[config.mk]
export PLATFORM = sky130hd
export DESIGN_NAME = wb_spi_tx_fifo
export DESIGN_NICKNAME = d
export VERILOG_FILES = /design/src/rtl/wb_spi_tx_fifo.sv
export SDC_FILE = /design/constraint.sdc
export NUM_CORES = 1
export LEC_CHECK = 0
export CORE_ASPECT_RATIO = 0.9
export CORE_MARGIN = 2
export CORE_UTILIZATION = 54
export CTS_BUF_LIST = sky130_fd_sc_hd__clkbuf_8
export CTS_CLUSTER_DIAMETER = 200
export DETAILED_ROUTE_END_ITERATION = 7
export PLACE_DENSITY = 0.81
export SETUP_SLACK_MARGIN = 0.3
export SLEW_MARGIN = 20
export SYNTH_ARGS = -nofsm -noshare
export SYNTH_HDL_FRONTEND = slang
export SYNTH_SLANG_ARGS = --single-unit
export TNS_END_PERCENT = 100
[constraint.sdc]
create_clock -name wb_clk_i -period 3.8 [get_ports wb_clk_i]
set_input_delay 0.76 -clock wb_clk_i [delete_from_list [all_inputs] [get_ports wb_clk_i]]
set_output_delay 0.76 -clock wb_clk_i [all_outputs]
set_load 0.01 [all_outputs]
[src/rtl/wb_spi_tx_fifo.sv]
// Wishbone-slave byte FIFO drained by a mode-0 SPI shifter onto three project pins.
// Pin output enables follow the project's active select.
module wb_spi_tx_fifo #(
   parameter logic [31:0] BASE_ADDR  = 32'h3000_0000,
   parameter int          FIFO_DEPTH = 8,
   parameter logic [7:0]  DIV_RESET  = 8'd3
) (
   input  logic        wb_clk_i,
   input  logic        wb_rst_i,
   input  logic        wbs_stb_i,
   input  logic        wbs_cyc_i,
   input  logic        wbs_we_i,
   input  logic [3:0]  wbs_sel_i,
   input  logic [31:0] wbs_dat_i,
   input  logic [31:0] wbs_adr_i,
   output logic        wbs_ack_o,
   output logic [31:0] wbs_dat_o,
   input  logic        active,
   output logic        spi_sclk,
   output logic        spi_mosi,
   output logic        spi_cs_n,
   output logic [2:0]  spi_oeb
);

   localparam int         AW         = (FIFO_DEPTH > 1) ? $clog2(FIFO_DEPTH) : 1;
   localparam logic [4:0] DEPTH_C    = 5'(FIFO_DEPTH);
   localparam logic [7:0] OFF_CTRL   = 8'h00;
   localparam logic [7:0] OFF_STATUS = 8'h04;
   localparam logic [7:0] OFF_TXDATA = 8'h08;

   typedef enum logic [1:0] {ST_IDLE = 2'd0, ST_LOW = 2'd1, ST_HIGH = 2'd2} state_t;

   logic          ack_r, en_r, ovf_r;
   logic [31:0]   dat_r;
   logic [7:0]    div_r;
   logic [7:0]    mem_r [FIFO_DEPTH];
   logic [AW-1:0] wr_ptr_r, rd_ptr_r;
   logic [4:0]    count_r;
   state_t        state_r;
   logic [7:0]    hcnt_r, hdiv_r, sh_r;
   logic [2:0]    idx_r;
   logic          sclk_r, mosi_r, cs_n_r;
   logic [2:0]    oeb_r;

   logic          acc_s, wr_s, rd_s, empty_s, full_s, busy_s, go_s, pop_s;
   logic          push_req_s, push_s, ovf_set_s, ovf_clr_s;
   logic [7:0]    off_s, head_s;
   logic [31:0]   rdata_s;
   logic          unused_s;

   assign acc_s      = wbs_stb_i & wbs_cyc_i & ~ack_r & (wbs_adr_i[31:8] == BASE_ADDR[31:8]);
   assign off_s      = wbs_adr_i[7:0];
   assign wr_s       = acc_s & wbs_we_i;
   assign rd_s       = acc_s & ~wbs_we_i;
   assign empty_s    = (count_r == 5'd0);
   assign full_s     = (count_r == DEPTH_C);
   assign busy_s     = (state_r != ST_IDLE);
   assign go_s       = en_r & active & ~empty_s;
   assign head_s     = mem_r[rd_ptr_r];
   assign push_req_s = wr_s & (off_s == OFF_TXDATA) & wbs_sel_i[0];
   assign ovf_clr_s  = wr_s & (off_s == OFF_STATUS) & wbs_sel_i[1] & wbs_dat_i[11];
   assign unused_s   = &{1'b0, wbs_sel_i[3:2], wbs_dat_i[31:16]};

   // Pop decision: a new byte starts from idle, or chains off the final half period.
   always_comb begin
      pop_s = 1'b0;
      if ((state_r == ST_IDLE) || ((state_r == ST_HIGH) && (hcnt_r == 8'd0) && (idx_r == 3'd0))) begin
         pop_s = go_s;
      end else begin
         pop_s = 1'b0;
      end
   end

   // Push acceptance; a simultaneous pop frees the slot of a full FIFO.
   always_comb begin
      push_s    = 1'b0;
      ovf_set_s = 1'b0;
      if (push_req_s && full_s && !pop_s) begin
         ovf_set_s = 1'b1;
      end else begin
         push_s = push_req_s;
      end
   end

   // Register read mux.
   always_comb begin
      rdata_s = 32'd0;
      case (off_s)
         OFF_CTRL:   rdata_s = {16'd0, div_r, 7'd0, en_r};
         OFF_STATUS: rdata_s = {20'd0, ovf_r, busy_s, full_s, empty_s, 3'd0, count_r};
         default:    rdata_s = 32'd0;
      endcase
   end

   // Wishbone response and control/status registers.
   always_ff @(posedge wb_clk_i) begin
      if (wb_rst_i) begin
         ack_r <= 1'b0;
         dat_r <= 32'd0;
         en_r  <= 1'b0;
         div_r <= DIV_RESET;
         ovf_r <= 1'b0;
         oeb_r <= 3'b111;
      end else begin
         ack_r <= acc_s;
         dat_r <= rd_s ? rdata_s : 32'd0;
         oeb_r <= active ? 3'b000 : 3'b111;
         if (wr_s && (off_s == OFF_CTRL)) begin
            if (wbs_sel_i[0]) en_r <= wbs_dat_i[0];
            else              en_r <= en_r;
            if (wbs_sel_i[1]) div_r <= wbs_dat_i[15:8];
            else              div_r <= div_r;
         end else begin
            en_r  <= en_r;
            div_r <= div_r;
         end
         if (ovf_set_s)      ovf_r <= 1'b1;
         else if (ovf_clr_s) ovf_r <= 1'b0;
         else                ovf_r <= ovf_r;
      end
   end

   // FIFO storage; contents need no reset because the pointers define validity.
   always_ff @(posedge wb_clk_i) begin
      if (push_s) mem_r[wr_ptr_r] <= wbs_dat_i[7:0];
   end

   // FIFO pointers and occupancy.
   always_ff @(posedge wb_clk_i) begin
      if (wb_rst_i) begin
         wr_ptr_r <= '0;
         rd_ptr_r <= '0;
         count_r  <= 5'd0;
      end else begin
         if (push_s) wr_ptr_r <= wr_ptr_r + 1'b1;
         if (pop_s)  rd_ptr_r <= rd_ptr_r + 1'b1;
         case ({push_s, pop_s})
            2'b10:   count_r <= count_r + 5'd1;
            2'b01:   count_r <= count_r - 5'd1;
            default: count_r <= count_r;
         endcase
      end
   end

   // Mode-0 shift FSM; hcnt counts down the H = div+1 cycles of each half period.
   always_ff @(posedge wb_clk_i) begin
      if (wb_rst_i) begin
         state_r <= ST_IDLE;
         hcnt_r  <= 8'd0;
         hdiv_r  <= 8'd0;
         sh_r    <= 8'd0;
         idx_r   <= 3'd0;
         sclk_r  <= 1'b0;
         mosi_r  <= 1'b0;
         cs_n_r  <= 1'b1;
      end else begin
         case (state_r)
            ST_IDLE: begin
               if (pop_s) begin
                  sh_r    <= head_s;
                  mosi_r  <= head_s[7];
                  cs_n_r  <= 1'b0;
                  idx_r   <= 3'd7;
                  hdiv_r  <= div_r;
                  hcnt_r  <= div_r;
                  state_r <= ST_LOW;
               end else begin
                  state_r <= ST_IDLE;
               end
            end
            ST_LOW: begin
               if (hcnt_r == 8'd0) begin
                  sclk_r  <= 1'b1;
                  hcnt_r  <= hdiv_r;
                  state_r <= ST_HIGH;
               end else begin
                  hcnt_r  <= hcnt_r - 8'd1;
               end
            end
            ST_HIGH: begin
               if (hcnt_r != 8'd0) begin
                  hcnt_r <= hcnt_r - 8'd1;
               end else if (idx_r != 3'd0) begin
                  sclk_r  <= 1'b0;
                  mosi_r  <= sh_r[6];
                  sh_r    <= {sh_r[6:0], 1'b0};
                  idx_r   <= idx_r - 3'd1;
                  hcnt_r  <= hdiv_r;
                  state_r <= ST_LOW;
               end else if (pop_s) begin
                  sclk_r  <= 1'b0;
                  sh_r    <= head_s;
                  mosi_r  <= head_s[7];
                  idx_r   <= 3'd7;
                  hdiv_r  <= div_r;
                  hcnt_r  <= div_r;
                  state_r <= ST_LOW;
               end else begin
                  sclk_r  <= 1'b0;
                  mosi_r  <= 1'b0;
                  cs_n_r  <= 1'b1;
                  state_r <= ST_IDLE;
               end
            end
            default: begin
               state_r <= ST_IDLE;
               sclk_r  <= 1'b0;
               mosi_r  <= 1'b0;
               cs_n_r  <= 1'b1;
            end
         endcase
      end
   end

   assign wbs_ack_o = ack_r;
   assign wbs_dat_o = dat_r;
   assign spi_sclk  = sclk_r;
   assign spi_mosi  = mosi_r;
   assign spi_cs_n  = cs_n_r;
   assign spi_oeb   = oeb_r;

endmodule

==> flow_summary.toml <==
[sta]
tightest_slew_ns = 0.827
fin_crit_sh_pct = 86.7
rsz0062_at_grt = "false"
tns_ns = 0
setup_viol = 0
min_period_ns = 3.29
hold_viol_final = 0
skew_ns = 0.0118
fmax_mhz = 304
worst_hold_slack_ns = 0.479
slew_headroom_pct = 44.8
finalMaxSlewViolations = 0

[cts]
cts_root_buffer = "clkbuf_8"
cts_max_level = 4
cts_hold_buf = 0
insertion_delay_ns = 0.44
cts.path.max_buffers = 2
cts.sinks = 134
cts_tree = "done"
clkTransAtPathRegs_ns = 0.09
numCtsBuffers = 17

[power_and_ir_drop]
intPower_mw = 2.18
p_leak_nw = 2.60
p_seq_share_pct = 53.3
irDropWorstVdd_uv = 330
swShare_pct = 23.0
p_total_mw = 2.83
power.share.clock_pct = 43.2
p_sw_uw = 651
p_per_area_mw_per_mm2 = 377
pwr-share-comb_pct = 3.5

[floorplanning]
die_area_mm2 = 0.0123
die_h_um = 106
die_w_um = 117
core-area_mm2 = 0.0113
num_rows = 37
initial_core_util_pct = 54.8
io_pins = 113

[grt]
grt_max_degree = 38
grt_pass1_vias = 4253
globalRouteOverflowTotal = 0
grt_pass1_wl_um = 21300
antenna_found_initial = 0
grt.total_usage_pct = 22.6

[drt]
routedWlPerCell_um = 16.7
drt-initial-drc-count = 428
first_pass_iters = 5
wl_met1_um = 5640
dr_total_vias = 4461
drc = 0
wl_met2_um = 6550
vias_per_cell = 5.65
routed_wl_um = 13200
routed.top_layer = "met4"
ant_nets = 0
wl_met3_um = 780

[synthesis]
yosysSeqAreaShare_pct = 53.7
synth_ff_type = "dfxtp_1"
ys_warn_count = 0
synth_edf_count = 64
synth_cells = 534
synth_seq_cells = 134
async_reset_ff_share_pct = 0
syn_area_mm2 = 0.00619
avgSynthCellArea_um2 = 11.6
yosysUniqueCellTypes = 75

[worst_setup_path]
start_kind = "input pin"
r2r_start = "state_r[0]$_SDFFE_PP0P_"
crit_path_end_kind = "register"
path_class = "input pin to register"
cp_max_fo = 6
cp.required_ns = 4.14
cp.arrival_ns = 3.63
crit_path_start = "wbs_cyc_i"
r2r_setup_slack_ns = 0.62

[placement]
port-buffer-count = 75
hpwl_um = 9240
place.gp.congestion = 0.833

[run_status]
status = "finished clean"

[min_path]
hold_class = "register to register"
min_from = "sh_r[0]$_SDFFE_PP0P_"

[final_layout]
drive_above_1_share_pct = 14.5
antenna_cells = 0
nets = 709
syn_to_final_growth_pct = 21.3
fill_cells = 866
final_cell_mix = "clkdlybuf4s50_1, dfxtp_1, edfxtp_1"
layout_commonest_cell = "clkdlybuf4s50_1"

[run]
maxCapViolations = 0
final timing paths:
kind              cells past startpoint                       to
setup / recovery                     11  count_r[4]$_SDFFE_PP0P_
hold / removal                        2     sh_r[0]$_SDFFE_PP0P_
setup reg to reg                     12  count_r[4]$_SDFFE_PP0P_
hold reg to reg                       2     sh_r[0]$_SDFFE_PP0P_
area by class of cell:
class | instances | area, um^2 | share of cell area, %
clock buffer | 17 | 234 | 3.12
timing repair buffer | 97 | 911 | 12.1
inverter | 16 | 60.1 | 0.800
multi-input combinational | 354 | 2600 | 34.6
clock inverter | 15 | 181 | 2.42
sequential | 134 | 3320 | 44.3
tap | 156 | 195 | 2.60
power groups by stage:
| stage | Clock (mW) | Sequential (mW) | Combinational, mW |
|---|---|---|---|
| final | 1.22 | 1.51 | 0.0983 |
| after global routing | 1.30 | 1.51 | 0.107 |
| after CTS | 1.24 | 1.51 | 0.0975 |
| after detailed placement | 0 | 1.54 | 0.0971 |
| after global placement | 0 | 1.54 | 0.0950 |
| after floorplan | 0 | 1.54 | 0.0388 |
synthesized netlist by cell type, drive strengths merged (14+ instances only):
library cell	instances	share of area, %
mux2i	26	4.3
nor2	58	3.5
a21oi	27	2.2
ha	14	2.8
nand2	30	1.8
inv	16	0.97
clkbuf	14	0.85
nor3	14	1.3
dfxtp	70	23
buf	34	3.8
o21ai	17	1.6
mux4	16	5.8
edfxtp	64	31
flip-flops by register name, indices dropped and copies added (netlist names), 2 cells and up, named ones only:
signal     flops
count_r        5
state_r        2
div_r          8
rd_ptr_r       3
hdiv_r         8
idx_r          3
wbs_dat_o     13
hcnt_r         8
mem_r         64
sh_r           7
wr_ptr_r       3
worst max-delay path, cell delays in order:
cell and delay (ns):
clkdlybuf4s50_1 0.45, nor4bb_2 0.28, nand4_1 0.19, or2_1 0.28, o21ai_1 0.24, inv_2 0.11
fa_1 0.41, a21o_1 0.20, a21oi_1 0.17, mux2i_1 0.22, mux2_1 0.32
cell families (layout without fill, tap and decap cells):
kind of cell | Yosys count | in the layout | share of synthesized area (%)
other | 1 | 19 | 0.0606
buffers and inverters | 64 | 145 | 5.60
XOR/XNOR | 9 | 9 | 1.27
multiplexers | 45 | 45 | 10.6
adder cells (fa/ha/maj) | 15 | 15 | 3.15
flip-flops | 134 | 134 | 53.7
AND/OR/NAND/NOR | 167 | 167 | 13.9
AO/OA/AOI/OAI | 99 | 99 | 11.7
through the flow:
| stage | instances | util, % | cell area (um^2) | worst slack (ns) |
|---|---|---|---|---|
| 2_1_floorplan | 552 | - | 6260 | 0.488 |
| 3_3_place_gp | 757 | 62.6 | 7080 | 0.0606 |
| 3_5_place_dp | 757 | 62.6 | 7080 | 0.00217 |
| 4_1_cts | 789 | 66.3 | 7490 | 0.472 |
| 5_1_grt | 789 | 66.4 | 7510 | 0.329 |
| 6_report | 789 | 66.4 | 7510 | 0.507 |
per-layer routing:
metal / track usage (%) / vias up
met5: 0 / -
met4: 7.98 / 0
met3: 5.75 / 18
met2: 35.5 / 165
met1: 30.5 / 2164
li1: - / 2114
what timing repair did:
action                     in CTS  in global routing
resized for setup               0                  3
buffers inserted                0                  0
setup endpoints to repair       0                  1
No activity file was read; power rests on OpenSTA's default activity.
